**src/rtl/video_in_pkg.sv**
```systemverilog
// Shared types and sizing for the video-input capture path (FIFO -> Wishbone writer).
package video_in_pkg;

    localparam int DATA_SIZE   = 32;
    localparam int NB_PACK     = 16;
    localparam int ADR_W       = 32;
    localparam int FRAME_WORDS = 76800;

    localparam logic [2:0] CTI_INCR = 3'b010;
    localparam logic [2:0] CTI_EOB  = 3'b111;

    typedef enum logic [1:0] {
        IDLE  = 2'd0,
        LOAD  = 2'd1,
        WRITE = 2'd2
    } wb_state_t;

endpackage

```
**src/rtl/wb_pack_writer_frame_addr_gen.sv**
```systemverilog
// Frame-buffer address generator: word index within the frame, latched frame base,
// wrap at frame end and the frame_done pulse.
module frame_addr_gen #(
    parameter int ADR_W       = video_in_pkg::ADR_W,
    parameter int FRAME_WORDS = video_in_pkg::FRAME_WORDS
) (
    input  logic             clk,
    input  logic             nRST,
    input  logic             i_start,
    input  logic             i_advance,
    input  logic [ADR_W-1:0] i_frame_base,
    output logic [ADR_W-1:0] o_addr,
    output logic             o_frame_done
);

    localparam int IDX_W = $clog2(FRAME_WORDS);
    localparam logic [IDX_W-1:0] LAST_IDX = IDX_W'(FRAME_WORDS - 1);

    logic [IDX_W-1:0] r_word_idx;
    logic [ADR_W-1:0] r_cur_base;
    logic             r_frame_done;
    logic             w_last_word;

    assign w_last_word = (r_word_idx == LAST_IDX);

    always_ff @(posedge clk or negedge nRST) begin
        if (!nRST) begin
            r_word_idx   <= '0;
            r_cur_base   <= '0;
            r_frame_done <= 1'b0;
        end else begin
            // Base is only re-sampled at a frame boundary so a frame is never split
            if (i_start && (r_word_idx == '0)) begin
                r_cur_base <= i_frame_base;
            end
            if (i_advance) begin
                r_word_idx <= w_last_word ? '0 : r_word_idx + 1'b1;
            end
            r_frame_done <= i_advance && w_last_word;
        end
    end

    assign o_addr       = r_cur_base + (ADR_W'(r_word_idx) << 2);
    assign o_frame_done = r_frame_done;

endmodule

```
**src/rtl/wb_pack_writer.sv**
```systemverilog
// Drains one NB_PACK-word pack from the video FIFO per Wishbone incrementing burst.
// IDLE waits for a pack, LOAD pops/captures one word (stb low), WRITE holds the beat until ack.
module wb_pack_writer
    import video_in_pkg::*;
#(
    parameter int DATA_SIZE   = video_in_pkg::DATA_SIZE,
    parameter int NB_PACK     = video_in_pkg::NB_PACK,
    parameter int ADR_W       = video_in_pkg::ADR_W,
    parameter int FRAME_WORDS = video_in_pkg::FRAME_WORDS
) (
    input  logic                 clk,
    input  logic                 nRST,
    input  logic                 i_enable,
    input  logic [ADR_W-1:0]     i_frame_base,
    input  logic [DATA_SIZE-1:0] i_fifo_data,
    input  logic                 i_fifo_pack_avail,
    output logic                 o_fifo_r_ack,
    output logic                 o_wb_cyc,
    output logic                 o_wb_stb,
    output logic                 o_wb_we,
    output logic [ADR_W-1:0]     o_wb_adr,
    output logic [DATA_SIZE-1:0] o_wb_dat,
    output logic [3:0]           o_wb_sel,
    output logic [2:0]           o_wb_cti,
    output logic [1:0]           o_wb_bte,
    input  logic                 i_wb_ack,
    output logic                 o_frame_done
);

    localparam int BEAT_W = $clog2(NB_PACK);
    localparam logic [BEAT_W-1:0] LAST_BEAT = BEAT_W'(NB_PACK - 1);

    wb_state_t            r_state;
    logic [BEAT_W-1:0]    r_beat_cnt;
    logic                 r_cyc;
    logic                 r_stb;
    logic                 r_r_ack;
    logic [DATA_SIZE-1:0] r_dat;
    logic [ADR_W-1:0]     r_adr;
    logic [2:0]           r_cti;

    logic                 w_start;
    logic                 w_advance;
    logic [ADR_W-1:0]     w_addr;

    assign w_start   = (r_state == IDLE) && i_enable && i_fifo_pack_avail;
    assign w_advance = (r_state == WRITE) && i_wb_ack;

    frame_addr_gen #(
        .ADR_W       (ADR_W),
        .FRAME_WORDS (FRAME_WORDS)
    ) u_addr (
        .clk          (clk),
        .nRST         (nRST),
        .i_start      (w_start),
        .i_advance    (w_advance),
        .i_frame_base (i_frame_base),
        .o_addr       (w_addr),
        .o_frame_done (o_frame_done)
    );

    // The pop in LOAD and the capture of the head word share one edge; the next LOAD is
    // at least two edges later, which is exactly the FIFO's read-after-pop latency.
    always_ff @(posedge clk or negedge nRST) begin
        if (!nRST) begin
            r_state    <= IDLE;
            r_beat_cnt <= '0;
            r_cyc      <= 1'b0;
            r_stb      <= 1'b0;
            r_r_ack    <= 1'b0;
            r_dat      <= '0;
            r_adr      <= '0;
            r_cti      <= 3'b000;
        end else begin
            case (r_state)
                IDLE: begin
                    r_cyc   <= 1'b0;
                    r_stb   <= 1'b0;
                    r_r_ack <= 1'b0;
                    if (w_start) begin
                        r_state    <= LOAD;
                        r_beat_cnt <= '0;
                        r_cyc      <= 1'b1;
                        r_r_ack    <= 1'b1;
                    end
                end
                LOAD: begin
                    r_r_ack <= 1'b0;
                    r_dat   <= i_fifo_data;
                    r_adr   <= w_addr;
                    r_cti   <= (r_beat_cnt == LAST_BEAT) ? CTI_EOB : CTI_INCR;
                    r_stb   <= 1'b1;
                    r_state <= WRITE;
                end
                WRITE: begin
                    if (i_wb_ack) begin
                        r_stb      <= 1'b0;
                        r_beat_cnt <= r_beat_cnt + 1'b1;
                        if (r_beat_cnt == LAST_BEAT) begin
                            r_state <= IDLE;
                            r_cyc   <= 1'b0;
                        end else begin
                            r_state <= LOAD;
                            r_r_ack <= 1'b1;
                        end
                    end
                end
                default: begin
                    r_state <= IDLE;
                    r_cyc   <= 1'b0;
                    r_stb   <= 1'b0;
                    r_r_ack <= 1'b0;
                end
            endcase
        end
    end

    assign o_fifo_r_ack = r_r_ack;
    assign o_wb_cyc     = r_cyc;
    assign o_wb_stb     = r_stb;
    assign o_wb_we      = r_cyc;
    assign o_wb_adr     = r_adr;
    assign o_wb_dat     = r_dat;
    assign o_wb_sel     = {4{r_cyc}};
    assign o_wb_cti     = r_cti;
    assign o_wb_bte     = 2'b00;

endmodule

```
**config.mk**
```make
export PLATFORM = sky130hd
export DESIGN_NAME = wb_pack_writer
export DESIGN_NICKNAME = d
export VERILOG_FILES = /design/src/rtl/video_in_pkg.sv /design/src/rtl/wb_pack_writer_frame_addr_gen.sv /design/src/rtl/wb_pack_writer.sv
export SDC_FILE = /design/constraint.sdc
export NUM_CORES = 1
export LEC_CHECK = 0
export ABC_AREA = 1
export BUFFER_PORTS_ARGS = -buffer_cell sky130_fd_sc_hd__buf_2
export CAP_MARGIN = 5
export CORE_UTILIZATION = 55
export DETAILED_ROUTE_END_ITERATION = 6
export MAX_ROUTING_LAYER = met4
export PLACE_DENSITY = 0.88
export SYNTH_ARGS = -nofsm -noshare
export SYNTH_HDL_FRONTEND = slang
export SYNTH_SLANG_ARGS = --single-unit
```
**constraint.sdc**
```tcl
create_clock -name clk -period 2.1 [get_ports clk]
set_input_delay 0.21 -clock clk [delete_from_list [all_inputs] [get_ports clk]]
set_output_delay 0.21 -clock clk [all_outputs]
set_load 0.03 [all_outputs]
```
==> run metrics <==
clock period minus worst slack=between 1.5 and 2 ns; Rows=40; class of the most critical hold timing path=in2reg; Core Footprint=between 10000 and 15000 sq um; die footprint=12730 sq um; CTS tree=built; Final Cell Area=~8400 sq um; global-route wire length before repair=~27000 um; GR Overflow Total=0; share of layout cells above drive strength 1=0.1908; Worst Setup Start Kind=register; CTS clk-pin slew, worst paths=roughly 0.06 ns; top cell type's share of synthesized area=0.4631; dpl hpwl=approximately 12000 um; setup TNS=0 ns; later-pin clock latency in the skew report=between 0.4 and 0.5 ns; 1st-pass router iterations=6; WL final=between 15000 and 20000 um; Crit Path Max Fanout=4; Post-CTS Setup Repair Bufs=0; asr flop ratio synth=1.000; die height=roughly 110 um; PortBufs=around 140; # IOs=between 100 and 150; initial core utilization=0.5623; RSZ-0062 raised after global routing=false; Placer Congestion=~0.96; Final ANT Viol Nets=0; warnings from Yosys=0; largest net degree at the start of global routing=77; Worst Path Arrival=2.25 ns; Main synth FF type=dfrtp_1; synth top area cells=dfrtp_1, nand2_1, inv_1, ha_1, nand3_1; #FFs+latches synth=roughly 130; Synth Cell Area=just under 7000 sq um; worst-case vdd ir drop=0.0004707 V; Hold Vio Cnt, Final=0; CTS Buf Count=17; initial antenna violation count=0; Cells after DPL=approximately 1200; fin crit share=0.9313; Root Buffer=clkbuf_16; Total GRT Usage=0.2837; area leader, netlist=dfrtp_1; Leak Pwr=0.004761 uW; Post-route DRC=0; vias in the first global route=5783; most frequent cell after synthesis=nand2_1; sequential fraction of the synthesis area=0.4631; Pins Over Slew Limit=0; Setup violations, final=0; Final Skew=0.008972 ns; Starting DRT DRC Count=approximately 480; max-cap viol count=0; Mapped Cells=a little over 900; Area after DPL=approximately 7700 sq um; WS Path Type=reg2reg; DIE WIDTH=around 110 um; clk sinks=between 100 and 150; Cell Pwr Density=approximately 1100 nW/um^2; number of flops mapped to enable cells by yosys=0; Via density=5.162; CTS H-tree depth=4; Bufs on Longest Clock Path=2; vias=~6400; Fillers=roughly 980; synthesized area per cell=between 7 and 8 sq um; CP Capture Type=register; Antenna diodes=0; Post-synth top cells=nand2_1, inv_1, dfrtp_1; Yosys cell types=39; outcome=finished clean; NumNets Final=1171; Crit path required time=about 2.4 ns; Fmax=0.5113 GHz; Final Non-Filler Cells=1237; Wirelength per Cell=between 10 and 15 um; Syn-to-layout area delta=23.99%
[cells by family (layout without fill, tap and decap cells)]
logic type / Yosys count / in the layout / share of synthesized area
other: 1 / 2 / 0.0005552
XOR/XNOR: 16 / 16 / 0.02075
buffers and inverters: 162 / 331 / 0.09559
flip-flops: 125 / 125 / 0.4631
AO/OA/AOI/OAI: 86 / 86 / 0.06614
adder cells (fa/ha/maj): 21 / 21 / 0.04001
AND/OR/NAND/NOR: 509 / 509 / 0.3138
[routing by layer]
metal,share of wire,wire (um),vias up,global-route usage
met5,0,0,-,-
li1,-,-,3170,-
met4,0.019,317,0,0.1004
met3,0.061,1012,29,0.05303
met2,0.46,7693,272,0.4424
met1,0.46,7653,2915,0.3729
[state kept, by name, summed over array words and instances (netlist names)]
register             flops
o_fifo_r_ack             1
o_wb_adr                32
o_wb_cti                 2
o_wb_cyc                 1
o_wb_dat                32
o_wb_stb                 1
r_beat_cnt               4
r_state                  2
u_addr.o_frame_done      1
u_addr.r_cur_base       32
u_addr.r_word_idx       17
[cell usage in the layout (no fill, tap or decap), types with 3 or more instances in the layout]
master         count
inv_1            133
nand3_1           45
clkinv_2           4
nor2_4             4
buf_4             11
nand4_1           14
or2_2              4
nor2_2             5
o21ai_0           27
a21oi_1           19
dfrtp_1          125
xnor2_1           10
ha_2               3
buf_12             4
xor2_1             6
ha_1              16
nand2_1          361
nor3_1            17
dlygate4sd3_1     11
nor2_1            44
buf_2            143
nand3b_1           4
clkbuf_16         17
o21ai_1           33
[per-stage QoR]
stage	power (uW)	setup WS [ns]	util	hold WS, ns
floorplan	5347	0.3841	-	-0.08559
global placement	6225	0.1773	0.6396	0.1335
detailed placement	6306	0.1795	0.6396	0.1364
CTS	9105	0.1604	0.6947	0.00004297
global route	9555	0.0009373	0.6972	0.0005075
finish	9082	0.1443	0.6972	0.01160
[report_power, final]
group          internal, uW  switching, uW  total, uW
registers              2940            318       3250
clock network          1770            997       2770
logic                   874           2190       3060
total                  5580           3500       9080
[cell type report]
cell class / count / area, sq um / share of cell area
flip-flops and latches: 125 / 3128 / 0.3735
clock buffers: 20 / 456.7 / 0.05453
inverters: 134 / 503.0 / 0.06006
clock inverters: 8 / 95.09 / 0.01136
repair buffers: 169 / 988.4 / 0.1180
well taps: 147 / 183.9 / 0.02196
multi-input cells: 634 / 3019 / 0.3605
[critical path: stages (launching register included)]
cell and delay (ns):
dfrtp_1 0.40, ha_1 0.19, inv_1 0.05, fa_1 0.38, nor2_1 0.15, o21ai_0 0.09
nand2_1 0.14, nand2_1 0.11, nand3_1 0.10, nand2_1 0.06, nand3_1 0.09, nand2_1 0.06
[worst paths after layout]
path | from | end | slack (ns) | cells past startpoint
setup / recovery | u_addr.r_word_idx[0]$_DFFE_PN0P_ | o_wb_adr[26]$_DFFE_PN0P_ | 0.14 | 11
hold / removal | i_fifo_data[0] | o_wb_dat[0]$_DFFE_PN0P_ | 0.01 | 3
setup reg to reg | u_addr.r_word_idx[0]$_DFFE_PN0P_ | o_wb_adr[26]$_DFFE_PN0P_ | 0.14 | 11
hold reg to reg | o_wb_dat[15]$_DFFE_PN0P_ | o_wb_dat[15]$_DFFE_PN0P_ | 0.46 | 2
max in group asynchronous | nRST | o_wb_adr[29]$_DFFE_PN0P_ | 1.22 | 3
min in group asynchronous | nRST | u_addr.r_word_idx[0]$_DFFE_PN0P_ | 0.24 | 2
[timing repair]
| action | CTS | global route |
|---|---|---|
| gates resized for setup | 0 | 8 |
| endpoints found under the hold margin | 31 | 0 |
| hold buffers | 11 | 0 |
| endpoints found under the setup margin | 0 | 3 |
Note: power is estimated with default switching activity, not from simulation.
